<file path="src/rtl/fifo_pkg.sv">
// Shared defaults and read-mode encoding for the synchronous FIFO.
// Latency: none, constants and types only.
// Backpressure: not applicable.
package fifo_pkg;

  localparam int DEFAULT_DATA_WIDTH = 8;
  localparam int DEFAULT_DEPTH      = 16;

  // Read-port behaviour: registered read data or first-word-fall-through.
  typedef enum logic {
    REGISTERED = 1'b0,
    FWFT       = 1'b1
  } fifo_mode_t;

endpackage

</file>
<file path="src/rtl/fifo_ram.sv">
// Simple dual-port storage array: one write port, one read port.
// Latency: write lands at the clock edge, read data is combinational from raddr_i.
// Backpressure: none; the caller decides when a write is legal.
module fifo_ram
  import fifo_pkg::*;
#(
  parameter int DATA_WIDTH = DEFAULT_DATA_WIDTH,
  parameter int DEPTH      = DEFAULT_DEPTH
) (
  input  logic                     clk,
  input  logic                     we_i,
  input  logic [$clog2(DEPTH)-1:0] waddr_i,
  input  logic [DATA_WIDTH-1:0]    wdata_i,
  input  logic [$clog2(DEPTH)-1:0] raddr_i,
  output logic [DATA_WIDTH-1:0]    rdata_o
);

  // Storage is deliberately left unreset so it can map onto RAM macros.
  logic [DATA_WIDTH-1:0] mem_q [DEPTH];

  // Synchronous write port.
  always_ff @(posedge clk) begin
    if (we_i) begin
      mem_q[waddr_i] <= wdata_i;
    end
  end

  assign rdata_o = mem_q[raddr_i];

endmodule

</file>
<file path="src/rtl/param_sync_fifo.sv">
// Single-clock parameterised FIFO with occupancy flags and sticky error flags.
// Latency: registered mode returns data one cycle after an accepted read; FWFT shows the head word the cycle after it is written.
// Backpressure: writes are dropped while full and reads while empty; each drop raises a sticky flag.
module param_sync_fifo
  import fifo_pkg::*;
#(
  parameter int DATA_WIDTH = DEFAULT_DATA_WIDTH,
  parameter int DEPTH      = DEFAULT_DEPTH,
  parameter int AF_LEVEL   = DEPTH - 2,
  parameter int AE_LEVEL   = 2,
  parameter int FWFT       = 0
) (
  input  logic                   clk,
  input  logic                   reset,
  input  logic                   wr_en,
  input  logic [DATA_WIDTH-1:0]  wr_data,
  input  logic                   rd_en,
  output logic [DATA_WIDTH-1:0]  rd_data,
  output logic                   rd_valid,
  output logic                   full,
  output logic                   empty,
  output logic                   almost_full,
  output logic                   almost_empty,
  output logic [$clog2(DEPTH):0] count,
  output logic                   overflow,
  output logic                   underflow,
  input  logic                   clr_err
);

  localparam int AW = $clog2(DEPTH);
  localparam int PW = AW + 1;
  localparam fifo_mode_t MODE = (FWFT != 0) ? fifo_pkg::FWFT : REGISTERED;

  // Reject unusable parameter sets at elaboration.
  if (DEPTH < 2 || DEPTH > 1024 || (DEPTH & (DEPTH - 1)) != 0) begin : g_bad_depth
    $error("param_sync_fifo: DEPTH must be a power of two in 2..1024");
  end
  if (DATA_WIDTH < 1 || DATA_WIDTH > 64) begin : g_bad_width
    $error("param_sync_fifo: DATA_WIDTH must be in 1..64");
  end
  if (AF_LEVEL > DEPTH || AE_LEVEL >= AF_LEVEL) begin : g_bad_levels
    $error("param_sync_fifo: need AF_LEVEL <= DEPTH and AE_LEVEL < AF_LEVEL");
  end

  // Pointers carry one extra wrap bit so full and empty are distinguishable.
  logic [PW-1:0]         wr_ptr_q, wr_ptr_d;
  logic [PW-1:0]         rd_ptr_q, rd_ptr_d;
  logic [PW-1:0]         count_q, count_d;
  logic                  ovf_q, ovf_d;
  logic                  unf_q, unf_d;
  logic                  wr_acc, rd_acc;
  logic [DATA_WIDTH-1:0] ram_rdata;

  assign full         = (wr_ptr_q[AW] != rd_ptr_q[AW]) &&
                        (wr_ptr_q[AW-1:0] == rd_ptr_q[AW-1:0]);
  assign empty        = (wr_ptr_q == rd_ptr_q);
  assign almost_full  = (count_q >= PW'(AF_LEVEL));
  assign almost_empty = (count_q <= PW'(AE_LEVEL));
  assign count        = count_q;
  assign overflow     = ovf_q;
  assign underflow    = unf_q;

  // A full FIFO still accepts a read, an empty one still accepts a write.
  assign wr_acc = wr_en && !full;
  assign rd_acc = rd_en && !empty;

  // Next-state for pointers, occupancy and the sticky error flags.
  always_comb begin
    wr_ptr_d = wr_ptr_q;
    rd_ptr_d = rd_ptr_q;
    count_d  = count_q;
    ovf_d    = ovf_q;
    unf_d    = unf_q;
    if (wr_acc) wr_ptr_d = wr_ptr_q + 1'b1;
    if (rd_acc) rd_ptr_d = rd_ptr_q + 1'b1;
    case ({wr_acc, rd_acc})
      2'b10:   count_d = count_q + 1'b1;
      2'b01:   count_d = count_q - 1'b1;
      default: count_d = count_q;
    endcase
    // Clear first so a same-cycle error event takes priority.
    if (clr_err) begin
      ovf_d = 1'b0;
      unf_d = 1'b0;
    end
    if (wr_en && full)  ovf_d = 1'b1;
    if (rd_en && empty) unf_d = 1'b1;
  end

  // Control state register with asynchronous active-low reset.
  always_ff @(posedge clk or negedge reset) begin
    if (!reset) begin
      wr_ptr_q <= '0;
      rd_ptr_q <= '0;
      count_q  <= '0;
      ovf_q    <= 1'b0;
      unf_q    <= 1'b0;
    end else begin
      wr_ptr_q <= wr_ptr_d;
      rd_ptr_q <= rd_ptr_d;
      count_q  <= count_d;
      ovf_q    <= ovf_d;
      unf_q    <= unf_d;
    end
  end

  fifo_ram #(
    .DATA_WIDTH (DATA_WIDTH),
    .DEPTH      (DEPTH)
  ) u_ram (
    .clk     (clk),
    .we_i    (wr_acc),
    .waddr_i (wr_ptr_q[AW-1:0]),
    .wdata_i (wr_data),
    .raddr_i (rd_ptr_q[AW-1:0]),
    .rdata_o (ram_rdata)
  );

  if (MODE == REGISTERED) begin : g_reg_read
    logic [DATA_WIDTH-1:0] rd_data_q;
    logic                  rd_valid_q;

    // Capture the head word on an accepted read; hold it otherwise.
    always_ff @(posedge clk or negedge reset) begin
      if (!reset) begin
        rd_data_q  <= '0;
        rd_valid_q <= 1'b0;
      end else begin
        rd_valid_q <= rd_acc;
        if (rd_acc) rd_data_q <= ram_rdata;
      end
    end

    assign rd_data  = rd_data_q;
    assign rd_valid = rd_valid_q;
  end else begin : g_fwft_read
    // Gate on empty so reset and an empty FIFO never expose stale RAM contents.
    assign rd_valid = !empty;
    assign rd_data  = empty ? '0 : ram_rdata;
  end

endmodule

</file>
<file path="config.mk">
export PLATFORM = sky130hd
export DESIGN_NAME = param_sync_fifo
export DESIGN_NICKNAME = d
export VERILOG_FILES = /design/src/rtl/fifo_pkg.sv /design/src/rtl/fifo_ram.sv /design/src/rtl/param_sync_fifo.sv
export SDC_FILE = /design/constraint.sdc
export NUM_CORES = 1
export LEC_CHECK = 0
export BUFFER_PORTS_ARGS = -buffer_cell sky130_fd_sc_hd__buf_2
export CAP_MARGIN = 20
export CORE_UTILIZATION = 60
export CTS_CLUSTER_DIAMETER = 150
export DETAILED_ROUTE_END_ITERATION = 10
export PLACE_DENSITY = 0.88
export SETUP_SLACK_MARGIN = 0.02
export SYNTH_ARGS = -nofsm -noshare
export SYNTH_HDL_FRONTEND = slang
export SYNTH_HIERARCHICAL = 1
export SYNTH_SLANG_ARGS = --single-unit
</file>
<file path="constraint.sdc">
create_clock -name clk -period 6 [get_ports clk]
set_clock_uncertainty 0.1 [all_clocks]
set_input_delay 0 -clock clk [delete_from_list [all_inputs] [get_ports clk]]
set_output_delay 0 -clock clk [all_outputs]
set_load 0.01 [all_outputs]
</file>
=== Yosys cells after proc, flatten, opt, wreduce, memory -nomap -nowiden ===
Memories as Yosys holds them, arrays and structs flattened. A register that Yosys moved wholly into a read port is not among the register bits.
Cells that the tools add are included.

* Equal/unequal tests: 5
* $mul: 0
* Shift-type cells: 0
* Order comparisons: 2
* Muxes and demuxes: 6
* $add $sub $neg: 4
* Divide/modulo/power cells: 0
* Bitwise gates (word level): 0
* Reductions and logical operators: 11

{| class="wikitable"
|+ Operator list
! kind !! number
|-
| $add 5x1->5 const B || 3
|-
| $pmux 5 s2 || 1
|-
| $reduce_bool 2->1 || 3
|-
| $eq 5x5->1 || 1
|-
| $ge 5x4->1 const B || 1
|-
| $le 5x2->1 const B || 1
|-
| $logic_and 1x1->1 || 5
|-
| $mux 1 || 5
|-
| $sub 5x1->5 const B || 1
|-
| $eq 4x4->1 || 1
|-
| $logic_not 1->1 || 3
|-
| $eq 2x1->1 const B || 1
|-
| $eq 2x2->1 const B || 1
|-
| $ne 1x1->1 || 1
|}

* Memory bits (read-only): 0
* Memory bits (writable): 128
* Output and inout port bits: 20
* Bits of input ports: 13
* Logic and storage cells: 35
* Memories kept: 1
* Bits in registers: 18
* Latch bits: 0

{| class="wikitable"
|+ Memory list
! memory !! depth !! width !! rd ports !! clocked after Yosys merged registers in !! wr ports !! line !! text
|-
| u_ram.mem_q || 16 || 8 || 1 || 1 || 1 || fifo_ram.sv:19 || <nowiki>logic [DATA_WIDTH-1:0] mem_q [DEPTH];</nowiki>
|}

=== Longest topological paths before layout ===
* Depth in word-level cells: 6
* Gate-level depth with buffers: 12
* Depth with buffers taken out: 11

=== Modules after synthesis ===
Netlist, hierarchy kept.

{| class="wikitable"
|+ Modules (own cells, without submodules)
! module !! cells each !! area each (um^2) !! sequential area each (um^2) !! times used
|-
| fifo_ram || 221 || 4,987.3 || 3,843.7 || 1
|-
| param_sync_fifo || 106 || 1,383.8 || 650.6 || 1
|}

=== Worst setup path after synthesis ===
Ideal clock, no wire load.

* Path kind: register to register
* Start point: reg wr_ptr_q[0]
* End point: reg count_q[4], in the netlist count[4]
* Setup slack: 3,130 ps
* Library setup time: 146 ps
* Clock period less this slack: 2,870 ps
* Arrival time: 2,624 ps
* Path buffers: 1
* Stages on the path, launching flop included: 12
* Required time: 5,754 ps
* Path through: dfrtp_1 -> xnor2_2 -> nand4_4 -> o21ai_2 -> buf_6 -> inv_1 -> ha_1 -> ha_1 -> nor2b_1 -> o21a_1 -> o311ai_0 -> o311ai_1

* Elaborated cells on any way between the ends: 11
* Classes of those cells: 4 x eq/ne; 1 x mux; 6 x reduce/logical

{| class="wikitable"
|+ RTL lines
! item !! line !! text
|-
| from (decl) || param_sync_fifo.sv:46 || <nowiki>logic [PW-1:0] wr_ptr_q, wr_ptr_d;</nowiki>
|-
| from (signal assigned) || param_sync_fifo.sv:99 || <nowiki>wr_ptr_q <= wr_ptr_d;</nowiki>
|-
| $eq 5x5->1 * || param_sync_fifo.sv:56 || <nowiki>assign empty = (wr_ptr_q == rd_ptr_q);</nowiki>
|-
| $logic_not 1->1 * || param_sync_fifo.sv:65 || <nowiki>assign rd_acc = rd_en && !empty;</nowiki>
|-
| $logic_and 1x1->1 * || param_sync_fifo.sv:65 ||
|-
| net rd_acc || param_sync_fifo.sv:51 || <nowiki>logic wr_acc, rd_acc;</nowiki>
|-
| $eq 2x1->1 or $eq 2x2->1 (tied branches) || param_sync_fifo.sv:76 || <nowiki>case ({wr_acc, rd_acc})</nowiki>
|-
| $pmux 5 s2 or $reduce_bool 2->1 (tied branches) || n/a ||
|-
| to (signal assigned) || param_sync_fifo.sv:101 || <nowiki>count_q <= count_d;</nowiki>
|-
| to (decl) || param_sync_fifo.sv:48 || <nowiki>logic [PW-1:0] count_q, count_d;</nowiki>
|}

The timed path passes the listed nets; every way through them passes the cells marked *.
A chain may end at the register's enable or synchronous reset.

=== Worst setup path after layout ===
* Start point: reg rd_ptr_q[0]
* End point: reg count_q[4], in the netlist count[4]

* Elaborated cells on any way between the ends: 11
* Classes of those cells: 4 x eq/ne; 1 x mux; 6 x reduce/logical

{| class="wikitable"
|+ RTL lines
! item !! line !! text
|-
| from (decl) || param_sync_fifo.sv:47 || <nowiki>logic [PW-1:0] rd_ptr_q, rd_ptr_d;</nowiki>
|-
| from (signal assigned) || param_sync_fifo.sv:100 || <nowiki>rd_ptr_q <= rd_ptr_d;</nowiki>
|-
| $eq 5x5->1 * || param_sync_fifo.sv:56 ||
|-
| $logic_not 1->1 * || param_sync_fifo.sv:65 ||
|-
| $logic_and 1x1->1 * || param_sync_fifo.sv:65 ||
|-
| net rd_acc || param_sync_fifo.sv:51 ||
|-
| $eq 2x1->1 or $eq 2x2->1 (tied branches) || param_sync_fifo.sv:76 ||
|-
| $pmux 5 s2 or $reduce_bool 2->1 (tied branches) || n/a ||
|}

Marked as above.

==> impl_metrics.json <==
{
  "cp.arrival_ps": 4100,
  "cts_buffer_depth": 2,
  "dpl.cell_count": 489,
  "worstReg2RegEnd": "count[4]$_DFFE_PN0P_",
  "grt_use_total_pct": 25.3,
  "crit_fanout": 36,
  "hp-class": "input port to flip-flop",
  "endpoint_kind": "flip-flop",
  "cp_slowest_cell": "o21ai_2",
  "synth_area_leaders": "edfxtp_1 (60%), dfrtp_1 (10%), mux4_2 (6.4%)",
  "antenna_found_initial": 0,
  "power_mw": 3.84,
  "placed_area_um2": 6650,
  "ant_nets": 0,
  "postSynthCellCount": 327,
  "clock-sinks": 154,
  "syn-mean-instance-area_um2": 19.5,
  "die-area_um2": 11000,
  "synthFlopType": "edfxtp_1",
  "fin_cells": 536,
  "min_period_over_period_pct": 63.4,
  "min_from": "clr_err",
  "drive_gt1_share_pct": 27.8,
  "design.core.area_um2": 10300,
  "powerDensity_nw_per_um2": 515,
  "fin_area_um2": 7470,
  "ys_ff_latch": 154,
  "antennaDiodeCount": 0,
  "grt-ovfl-total": 0,
  "critPathBufInv": 2,
  "io_buffers": 32,
  "htree_levels": 4,
  "hold_viol": 0,
  "cts-root-buf": "clkbuf_8",
  "path_delay_family": "compound AO/OA/AOI/OAI gates",
  "drv_cap": 0,
  "crit_type": "flip-flop to flip-flop",
  "synth_edf_count": 128,
  "initial_core_util_pct": 61.7,
  "cp.required_ps": 6290,
  "wl_mm": 12.7,
  "grt_pass1_wl_mm": 19.5,
  "tns_ps": 0,
  "cts_inserted_buffers": 17,
  "dpl.hpwl_mm": 7.54,
  "cts_tree": "built",
  "mostFrequentLayoutCells": "edfxtp_1 (128), buf_2 (32), dfrtp_1 (25)",
  "via_per_inst": 6.32,
  "r2r_setup_slack_ps": 2200,
  "grt_max_degree": 37,
  "drc": 0,
  "fp.dieH_um": 105,
  "yosys.area.top_type": "edfxtp_1",
  "wl_per_cell_um": 23.6,
  "layout_commonest_cell": "edfxtp_1",
  "max_stage_delay_ps": 620,
  "status": "finished, final reports clean",
  "cts.repair.resized": 0,
  "setup_viol": 0,
  "min_path_cells": 4,
  "num_vias": 3389,
  "gp_congestion": 0.844,
  "cpMostUsedCell": "ha_1",
  "drv_slew": 0,
  "ff2ff_path_depth": 11,
  "synth_top_area_share_pct": 60.3,
  "rows": 37,
  "layout_setup_ws_ps": 2200,
  "io_pins": 33,
  "crit_path_start_kind": "flip-flop",
  "netlist-cell-type-count": 49,
  "rsz0062_at_grt": "false",
  "syn_area_um2": 6370,
  "async_flop_share_pct": 16.9,
  "ys_seq_area_share_pct": 70.5,
  "leakage_nw": 2.71,
  "irDropWorstVdd_mv": 0.240,
  "fmax_mhz": 263,
  "area_delta_synth_final_pct": 17.2,
  "dp_slack_ps": 2180,
  "r2r-start": "rd_ptr_q[0]$_DFFE_PN0P_",
  "nets": 407,
  "crit_path_cell_trace": "buf_4, xnor2_2, nand4_4, o21ai_2, inv_1, ha_1, ha_1, nor2b_1, o21a_1, o311ai_0, o311ai_1",
  "max_slew_margin_pct": 41.4,
  "syn-num-nets": 347,
  "grt_pass1_vias": 3332,
  "final_core_util_pct": 72.3,
  "min_to": "underflow$_DFFE_PN0P_",
  "fin_crit_ps": 3800,
  "drtPass1Iterations": 5,
  "path_clk_slew_ps": 70,
  "holdWs_ps": 252,
  "worst_pin_slew_ps": 876,
  "clkLatencyLatePin_ps": 530,
  "die_x_um": 105,
  "yosysWarnings": 6,
  "drt-initial-drc-count": 430
}
-- worst max path at each step --
| stage | startpoint | end | slack (ps) | depth (start not counted) |
|---|---|---|---|---|
| floorplan | wr_ptr_q[0]$_DFFE_PN0P_ | count[4]$_DFFE_PN0P_ | 3130 | 11 |
| global placement | rd_ptr_q[0]$_DFFE_PN0P_ | count[4]$_DFFE_PN0P_ | 2340 | 11 |
| detailed placement | rd_ptr_q[0]$_DFFE_PN0P_ | count[4]$_DFFE_PN0P_ | 2180 | 11 |
| CTS | rd_ptr_q[0]$_DFFE_PN0P_ | count[4]$_DFFE_PN0P_ | 2160 | 11 |
| global route | rd_ptr_q[0]$_DFFE_PN0P_ | count[4]$_DFFE_PN0P_ | 1970 | 11 |
| finish | rd_ptr_q[0]$_DFFE_PN0P_ | count[4]$_DFFE_PN0P_ | 2200 | 11 |
-- layout make-up --
| class | count | area [µm²] |
|---|---|---|
| Sequential cell | 154 | 4500 |
| Fill cell | 596 | 2860 |
| Multi-Input combinational cell | 154 | 1750 |
| Clock buffer | 17 | 414 |
| Timing Repair Buffer | 53 | 365 |
| Clock inverter | 15 | 246 |
| Tap cell | 136 | 170 |
| Inverter | 7 | 26.3 |
-- sequential cells by signal, indices dropped and copies added (netlist names) --
register     flops
u_ram/mem_q    128
rd_data          8
count            5
rd_ptr_q         5
wr_ptr_q         5
overflow         1
rd_valid         1
underflow        1
-- what timing repair did --
item,CTS,global route
setup buffers,0,0
hold buffers,15,0
endpoints found under the hold margin,166,0
-- synthesized netlist by cell type (3+ instances only) --
cell / n
edfxtp_1: 128
dfrtp_1: 26
mux4_2: 18
a22oi_1: 16
nor2_1: 16
mux4_1: 14
nand2_1: 12
xnor2_1: 10
mux2_4: 8
inv_1: 7
ha_1: 6
nor3_1: 5
o211ai_1: 5
buf_6: 4
xnor2_2: 4
buf_2: 3
clkdlybuf4s25_2: 3
o21ai_0: 3
-- worst min-delay path, cell delays in order --
cell	delay (ps)
buf_2	90
inv_1	70
a22o_1	140
dlygate4sd3_1	540
-- kinds of logic after synthesis --
logic type                 count (synthesis)  share of synthesized area [%]
adders and majority gates                  7                           1.49
xor gates and xnor gates                  17                           2.93
DFF                                      154                           70.5
and+or+nand+nor                           49                           3.97
muxes                                     43                           14.5
buffers and inverters                     19                           2.00
AOI/OAI and AO/OA                         38                           4.54
-- layer usage --
metal  up-vias  GRT usage (%)  share of wire (%)
li1       1461              -                  -
met4         0           9.66                2.0
met1      1745           33.3                 40
met3        18           5.12                6.1
met5         -              0                  0
met2       165           42.2                 52
-- power by group --
| part | internal [mW] | switching, mW |
|---|---|---|
| logic | 0.553 | 0.626 |
| clock network | 0.761 | 0.418 |
| registers | 1.34 | 0.141 |
| total | 2.66 | 1.18 |
No activity file was read; power rests on OpenSTA's default activity.
